## src/rtl/uart_packet_rx.sv

```systemverilog
// uart_packet_rx: 8N1 serial receiver that assembles PKT_BYTES bytes into one
// packet, with frame-error, idle-timeout and (optional) checksum reporting.
// Optional feature: define UART_RX_CHECKSUM_EN to require the last byte of each
// packet to equal the XOR of the preceding bytes.
module uart_packet_rx #(
    parameter int CLK_HZ       = 50000000,
    parameter int BAUD         = 115200,
    parameter int PKT_BYTES    = 5,
    parameter int TIMEOUT_BITS = 20
) (
    input  logic                   clk50,
    input  logic                   rst,
    input  logic                   rx_in,
    output logic [8*PKT_BYTES-1:0] packet,
    output logic                   pkt_valid,
    output logic [3:0]             byte_cnt,
    output logic                   frame_err,
    output logic                   timeout_err,
    output logic                   chk_err
);
    localparam int DIV    = CLK_HZ / (16 * BAUD);
    localparam int DIV_W  = $clog2(DIV + 1);
    localparam int TO_LIM = TIMEOUT_BITS * 16;
    localparam int TO_W   = $clog2(TO_LIM + 1);
    localparam int AW     = 8 * PKT_BYTES;

    typedef enum logic [1:0] {IDLE, START, DATA, STOP} state_t;

    state_t            state_q;
    logic              rx_s1_q, rx_s2_q, rx_prev_q;
    logic [1:0]        arm_q;       // marks when the synchroniser holds real line samples
    logic              wait_high_q; // line must be seen high before a new start edge
    logic [DIV_W-1:0]  div_q;
    logic [3:0]        tick_q;
    logic [2:0]        bit_q;
    logic [7:0]        shift_q;
    logic [AW-1:0]     asm_q;
    logic [AW-1:0]     asm_d;
    logic [TO_W-1:0]   to_q;
    logic [3:0]        byte_cnt_q;
    logic [AW-1:0]     packet_q;
    logic              pkt_valid_q, frame_err_q, timeout_err_q;
    logic              tick;

    assign tick  = (div_q == DIV_W'(DIV - 1));
    assign asm_d = {asm_q[AW-9:0], shift_q};

`ifdef UART_RX_CHECKSUM_EN
    logic       chk_err_q;
    logic [7:0] xor_acc;

    // XOR of the bytes already held in the assembly register
    always_comb begin
        xor_acc = '0;
        for (int i = 0; i < PKT_BYTES - 1; i++) xor_acc = xor_acc ^ asm_q[8*i +: 8];
    end
    assign chk_err = chk_err_q;
`else
    assign chk_err = 1'b0;
`endif

    // Receive FSM, byte/packet assembly, timeout and registered status pulses
    always_ff @(posedge clk50) begin
        if (rst) begin
            state_q       <= IDLE;
            rx_s1_q       <= 1'b1;
            rx_s2_q       <= 1'b1;
            rx_prev_q     <= 1'b1;
            arm_q         <= '0;
            wait_high_q   <= 1'b1;
            div_q         <= '0;
            tick_q        <= '0;
            bit_q         <= '0;
            shift_q       <= '0;
            asm_q         <= '0;
            to_q          <= '0;
            byte_cnt_q    <= '0;
            packet_q      <= '0;
            pkt_valid_q   <= 1'b0;
            frame_err_q   <= 1'b0;
            timeout_err_q <= 1'b0;
`ifdef UART_RX_CHECKSUM_EN
            chk_err_q     <= 1'b0;
`endif
        end else begin
            rx_s1_q       <= rx_in;
            rx_s2_q       <= rx_s1_q;
            rx_prev_q     <= rx_s2_q;
            arm_q         <= {arm_q[0], 1'b1};
            pkt_valid_q   <= 1'b0;
            frame_err_q   <= 1'b0;
            timeout_err_q <= 1'b0;
`ifdef UART_RX_CHECKSUM_EN
            chk_err_q     <= 1'b0;
`endif
            div_q <= tick ? '0 : div_q + DIV_W'(1);
            if (tick) tick_q <= tick_q + 4'd1;

            case (state_q)
                IDLE: begin
                    // Partial-packet timeout only runs while idle
                    if (byte_cnt_q == 4'd0) begin
                        to_q <= '0;
                    end else if (tick) begin
                        if (to_q == TO_W'(TO_LIM - 1)) begin
                            timeout_err_q <= 1'b1;
                            byte_cnt_q    <= '0;
                            asm_q         <= '0;
                            to_q          <= '0;
                        end else begin
                            to_q <= to_q + TO_W'(1);
                        end
                    end
                    if (wait_high_q) begin
                        if (arm_q[1] && rx_s2_q) wait_high_q <= 1'b0;
                    end else if (rx_prev_q && !rx_s2_q) begin
                        state_q <= START;
                        div_q   <= '0;
                        tick_q  <= '0;
                        to_q    <= '0;
                    end
                end
                START: begin
                    // Mid start bit: confirm low, else treat as a glitch
                    if (tick && tick_q == 4'd7) begin
                        tick_q  <= '0;
                        bit_q   <= '0;
                        state_q <= rx_s2_q ? IDLE : DATA;
                    end
                end
                DATA: begin
                    if (tick && tick_q == 4'd15) begin
                        shift_q <= {rx_s2_q, shift_q[7:1]};
                        bit_q   <= bit_q + 3'd1;
                        if (bit_q == 3'd7) state_q <= STOP;
                    end
                end
                STOP: begin
                    // Returning mid stop bit leaves time to catch a back-to-back start edge
                    if (tick && tick_q == 4'd15) begin
                        state_q <= IDLE;
                        if (!rx_s2_q) begin
                            frame_err_q <= 1'b1;
                            byte_cnt_q  <= '0;
                            asm_q       <= '0;
                            wait_high_q <= 1'b1;
                        end else if (byte_cnt_q == 4'(PKT_BYTES - 1)) begin
                            byte_cnt_q <= '0;
                            asm_q      <= '0;
`ifdef UART_RX_CHECKSUM_EN
                            if (shift_q == xor_acc) begin
                                packet_q    <= asm_d;
                                pkt_valid_q <= 1'b1;
                            end else begin
                                chk_err_q <= 1'b1;
                            end
`else
                            packet_q    <= asm_d;
                            pkt_valid_q <= 1'b1;
`endif
                        end else begin
                            asm_q      <= asm_d;
                            byte_cnt_q <= byte_cnt_q + 4'd1;
                        end
                    end
                end
                default: state_q <= IDLE;
            endcase
        end
    end

    assign packet      = packet_q;
    assign pkt_valid   = pkt_valid_q;
    assign byte_cnt    = byte_cnt_q;
    assign frame_err   = frame_err_q;
    assign timeout_err = timeout_err_q;
endmodule
```

## config.mk

```make
export PLATFORM = sky130hd
export DESIGN_NAME = uart_packet_rx
export DESIGN_NICKNAME = d
export VERILOG_FILES = /design/src/rtl/uart_packet_rx.sv
export SDC_FILE = /design/constraint.sdc
export NUM_CORES = 1
export LEC_CHECK = 0
export BUFFER_PORTS_ARGS = -buffer_cell sky130_fd_sc_hd__buf_4
export CAP_MARGIN = 20
export CORE_ASPECT_RATIO = 0.8
export CORE_MARGIN = 2
export CORE_UTILIZATION = 30
export CTS_BUF_LIST = sky130_fd_sc_hd__clkbuf_4 sky130_fd_sc_hd__clkbuf_8
export DETAILED_ROUTE_END_ITERATION = 16
export GPL_TIMING_DRIVEN = 0
export SLEW_MARGIN = 0
export SYNTH_ARGS = -nofsm -noshare
export SYNTH_HDL_FRONTEND = slang
export SYNTH_SLANG_ARGS = --single-unit
```

## constraint.sdc

```tcl
create_clock -name clk50 -period 4.7 [get_ports clk50]
set_clock_uncertainty 0.1 [all_clocks]
set_input_delay 0.94 -clock clk50 [delete_from_list [all_inputs] [get_ports clk50]]
set_output_delay 0.94 -clock clk50 [all_outputs]
set_load 0.03 [all_outputs]
```

* After elaboration in Yosys (flattened, before gate mapping)
Cells that the tools add are included.
** Operators by class
- Equality and inequality tests :: 19
- Multiplexer cells :: 48
- Reductions and logical operators :: 18
- Bitwise gates (word level) :: 5
- $add $sub $neg :: 5
** Operators with widths (count)
- $mux 32 :: 6
- $pmux 32 s2 :: 1
- $mux 9 :: 5
- $mux 4 :: 10
- $mux 5 :: 4
- $ne 2x2->1 const B :: 10
- $pmux 4 s2 :: 2
- $mux 2 :: 7
- $add 9x1->9 const B :: 1
- $eq 9x9->1 const B :: 1
- $add 4x1->4 const B :: 2
- $eq 4x3->1 const B :: 2
- $mux 1 :: 8
- $pmux 2 s4 :: 1
- $reduce_or 4->1 :: 2
- $mux 3 :: 2
- $pmux 3 s2 :: 1
- $reduce_and 3->1 :: 2
- $reduce_and 6->1 :: 1
- $add 5x1->5 const B :: 1
- $eq 5x5->1 const B :: 1
- $not 1->1 :: 5
- $reduce_and 5->1 :: 1
- $eq 2x2->1 const B :: 2
- 13 further kinds :: 17
** Word-level totals
- Register bits :: 116
- Logic and storage cells :: 113

* Logic depth before layout (Yosys ltp)
- Word-level depth :: 6
- Gate-level depth with buffers :: 9
- Gate-level depth less buffers :: 7

* Worst setup path after synthesis
Ideal clock, no wire load.
- Path kind :: reg-to-reg
- Start :: register byte_cnt_q[0], in the netlist byte_cnt[0]
- End :: register to_q[4]
- Arrival :: 2.252 ns
- Setup time :: 0.070 ns
- Path slack :: 2.278 ns
- Stages on the path, launching flop included :: 9
- Required time :: 4.530 ns
- Path through :: dfxtp_1 > inv_1 > ha_1 > or3b_2 > clkbuf_1 > and2_1 > o31ai_1 > or4b_2 > a21oi_1
** Between the ends
- Word-level cells in the longest chain between the ends :: 4
** RTL lines
- from (decl) :: RTL line 40 : logic [3:0] byte_cnt_q;
- from (signal assigned) :: RTL line 163 : byte_cnt_q <= byte_cnt_q + 4'd1;
- $logic_not 4->1 * :: RTL line 102 : if (byte_cnt_q == 4'd0) begin
- $mux 9 * :: RTL line 102
- $mux 9 :: RTL line 116 : end else if (rx_prev_q && !rx_s2_q) begin
- $mux 9 * :: RTL line 114 : if (wait_high_q) begin
- to (signal assigned) :: RTL line 111 : to_q <= to_q + TO_W'(1);
- to (decl) :: RTL line 39 : logic [TO_W-1:0] to_q;
Every way passes the cells marked *; elsewhere a longest branch is shown, timed or not.
A chain may end at the register's enable or synchronous reset.

* Worst setup path in the final report
- Start :: register div_q[0]
- End :: register packet_q[25], in the netlist packet[25]
** Between the ends
- Word-level cells in the longest chain between the ends :: 3
** RTL lines
- from (decl) :: RTL line 33 : logic [DIV_W-1:0] div_q;
- from (signal assigned) :: RTL line 96 : div_q <= tick ? '0 : div_q + DIV_W'(1);
- $eq 5x5->1 :: RTL line 45 : assign tick = (div_q == DIV_W'(DIV - 1));
- $logic_and 1x1->1 :: RTL line 140 : if (tick && tick_q == 4'd15) begin
- $reduce_and 4->1 (no source line)
- to (signal assigned) :: RTL line 158 : packet_q <= asm_d;
- to (decl) :: RTL line 41 : logic [AW-1:0] packet_q;
Every way passes these cells.

==> reports/qor.txt <==
Non-filler cells, final -> 791
Grt total ovfl -> 0
Fmax -> 0.391 GHz
Reg2Reg Launch Point -> div_q[0]
Multi-input logic area -> 1950 um^2
Crit-path cells -> inv_1, ha_1, nand4b_4, nor4_1, clkbuf_2, clkbuf_1, nand2_1, a21oi_1
Pwr/cell area -> 363 nW/um^2
Fin. Hold Viols -> 0
Post-synth EDFFs -> 0
Filler Cells Inserted -> 1482
Fin nets -> 606
Drt pass-1 iters -> 5
Synthesized area per cell -> 8.41 um^2
Initial core utilization -> 0.309
Worst R2R Path Depth -> 8
Max Slew Vio Count -> 0
Outcome -> completed
P&R area growth vs syn -> 22.5%
Sequential area share after synthesis -> 0.524
Htree depth -> 4
Total number of yosys warnings -> 0
Largest net degree at the start of global routing -> 17
Detail Placement HPWL -> 7730 um
Syn Inst Count -> 527
Max clock buf depth -> 2
WL final -> 10800 um
Wirelength per Cell -> 13.7 um
DR DRC count -> 0
Initial antenna violation count -> 0
TNS Setup -> 0 ns
Critical Path Start -> div_q[0]
Final hold slack -> 0.313 ns
Worst R2R End -> packet[25]
Post-CTS Hold Fix Bufs -> 0
Tcrit/Tclk final -> 0.545
Peak per-stage delay on the critical path -> 0.69 ns
Flop2flop setup slack -> 2.14 ns
Critical path depth -> 8
Async SR Flop Fraction -> 0
LEAKAGE -> 1.98 nW
Synth cell types -> 43
CTS root buffer -> clkbuf_8
CP top delay family -> simple AND/OR/NAND/NOR gates
Worst EP required -> 4.95 ns
Syn Nets -> 538
Share of cells above drive strength 1 -> 0.158
Die Wd -> 140 um
Num rows -> 39
Crit path kind -> reg -> reg
Antenna-violating nets left -> 0
TritonCTS clock tree -> done
TritonCTS buffer count -> 17
Crit start category -> flip-flop
Antenna Cells -> 0
Vias per cell -> 4.73
Hold Crit Class -> reg -> reg
Routability cong. -> 0.812
First-pass GRT wire length -> 17800 um
Bufs and invs on worst path -> 3
Worst EP arrival -> 2.81 ns
Vias in the first global route -> 3652
Total global-route track usage -> 0.141
MaxCap Viol Count -> 0
DIE AREA -> 15800 um^2
Power Total -> 1.97 mW
Worst setup endpoint -> packet[25]
Worst relative slew slack -> 0.520
Io pins -> 51
RSZ-0062 raised after global routing -> no
Drt first-iter violations -> 224
Crit-path slowest cell -> nor4_1
# resized after CTS -> 0
Worst VDD drop -> 0.191 mV
DP Area -> 5020 um^2
Peak fanout along the critical path -> 10
CTS Sinks -> 116
Number of synthesized register bits -> 116
Worst-Margin Slew -> 0.714 ns
Chip Height -> 113 um
Period minus WS final -> 2.56 ns
Final setup violation count -> 0
Fin area -> 5430 um^2
Mapped cell area -> 4430 um^2
Clk pin slew, worst setup/hold paths -> 0.07 ns
Crit end category -> flip-flop
Seq. cell area -> 2320 um^2
# port buffers -> 48
Placed insts -> 759
Post-CTS setup buffer count -> 0
Main synth FF type -> dfxtp_1
Core area -> 14300 um^2
Later-pin clock latency in the skew report -> 0.43 ns
Via count -> 3742
-- placed cells by master, fill, tap and decap left out, types with 5 or more instances in the layout --
cell type / n
nand3_1: 46
nand2_1: 129
mux2i_1: 9
ha_1: 8
o21ai_0: 5
inv_1: 5
buf_2: 5
dfxtp_1: 116
xor2_1: 7
buf_4: 49
clkbuf_8: 18
xnor2_1: 7
nor2_1: 36
clkbuf_1: 30
a21oi_1: 79
-- metrics by stage --
| stage | worst slack, ns | util |
|---|---|---|
| 2_1_floorplan | 2.28 | - |
| 3_5_place_dp | 2.00 | 0.350 |
| 4_1_cts | 1.99 | 0.378 |
| 6_report | 2.14 | 0.379 |
| 5_1_grt | 1.90 | 0.379 |
| 3_3_place_gp | 1.98 | 0.350 |
-- per-layer routing --
metal | wire (um) | vias up | global-route usage
met1 | 5430 | 1745 | 0.201
met4 | 81 | 0 | 0.0600
met5 | 0 | - | 0
met3 | 662 | 6 | 0.0368
li1 | - | 1905 | -
met2 | 4630 | 86 | 0.203
-- where the power goes --
group / total (mW) / switching (mW) / internal [mW]
clock network: 0.945 / 0.396 / 0.549
registers: 0.992 / 0.00401 / 0.988
logic: 0.0339 / 0.0245 / 0.00936
total: 1.97 / 0.425 / 1.55
-- registers in the layout (all words and copies together), names as in the netlist, named ones only --
register,cells
arm_q,2
asm_q,32
bit_q,3
byte_cnt,4
div_q,5
frame_err,1
packet,40
pkt_valid,1
rx_prev_q,1
rx_s1_q,1
rx_s2_q,1
shift_q,8
state_q,1
tick_q,4
timeout_err,1
to_q,9
wait_high_q,1
-- synthesized netlist by cell type, drive strengths merged, types with 2 or more instances --
cell type  count  area, um^2
ha             8         100
buf            6        32.5
or2            2        12.5
mux2i          9        90.1
o21ai          5        25.0
nand4          2        12.5
clkbuf        30         113
a21oi         79         395
nand3         46         230
and2           3        18.8
xor2           7        61.3
nand2        129         484
a22oi          2        15.0
a31oi          2        27.5
inv            5        18.8
and3b          2        17.5
xnor2          7        61.3
o31ai          2        15.0
nor2          36         135
dfxtp        116        2320
or3b           2        17.5
nand4b         2        32.5
nor3b          2        15.0
and3           4        25.0
nor3           4        20.0
-- worst register-to-register path, stage by stage (launching register included) --
cell,delay (ns)
dfxtp_1,0.33
inv_1,0.06
ha_1,0.20
nand4b_4,0.21
nor4_1,0.69
clkbuf_2,0.28
clkbuf_1,0.34
nand2_1,0.12
a21oi_1,0.14
-- cell families (layout without fill, tap and decap cells) --
logic type               Yosys count  in the layout  share of synthesized area
AO/OA/AOI/OAI                     96             96                      0.120
XOR/XNOR                          14             14                     0.0277
adder cells (fa/ha/maj)            8              8                     0.0226
buffers and inverters             41            121                     0.0370
flip-flops                       116            116                      0.524
multiplexers                       9              9                     0.0203
other                              1              1                   0.000846
AND/OR/NAND/NOR                  242            242                      0.248
-- area by class of cell --
cell class | count | share of cell area
inverter | 5 | 0.00346
buffer | 36 | 0.0267
tap | 184 | 0.0424
multi-input combinational | 370 | 0.358
timing repair buffer | 49 | 0.0673
sequential | 116 | 0.428
clock inverter | 10 | 0.0244
clock buffer | 21 | 0.0498
-- how the worst min path moves through the flow --
stage                  from      end  slack, ns  cells past startpoint
floorplan           rx_s1_q  rx_s2_q       0.29                      1
global route        rx_s1_q  rx_s2_q       0.32                      1
finish              rx_s1_q  rx_s2_q       0.31                      1
CTS                 rx_s1_q  rx_s2_q       0.32                      1
detailed placement  rx_s1_q  rx_s2_q       0.30                      1
global placement    rx_s1_q  rx_s2_q       0.30                      1
No activity file was read; power rests on OpenSTA's default activity.
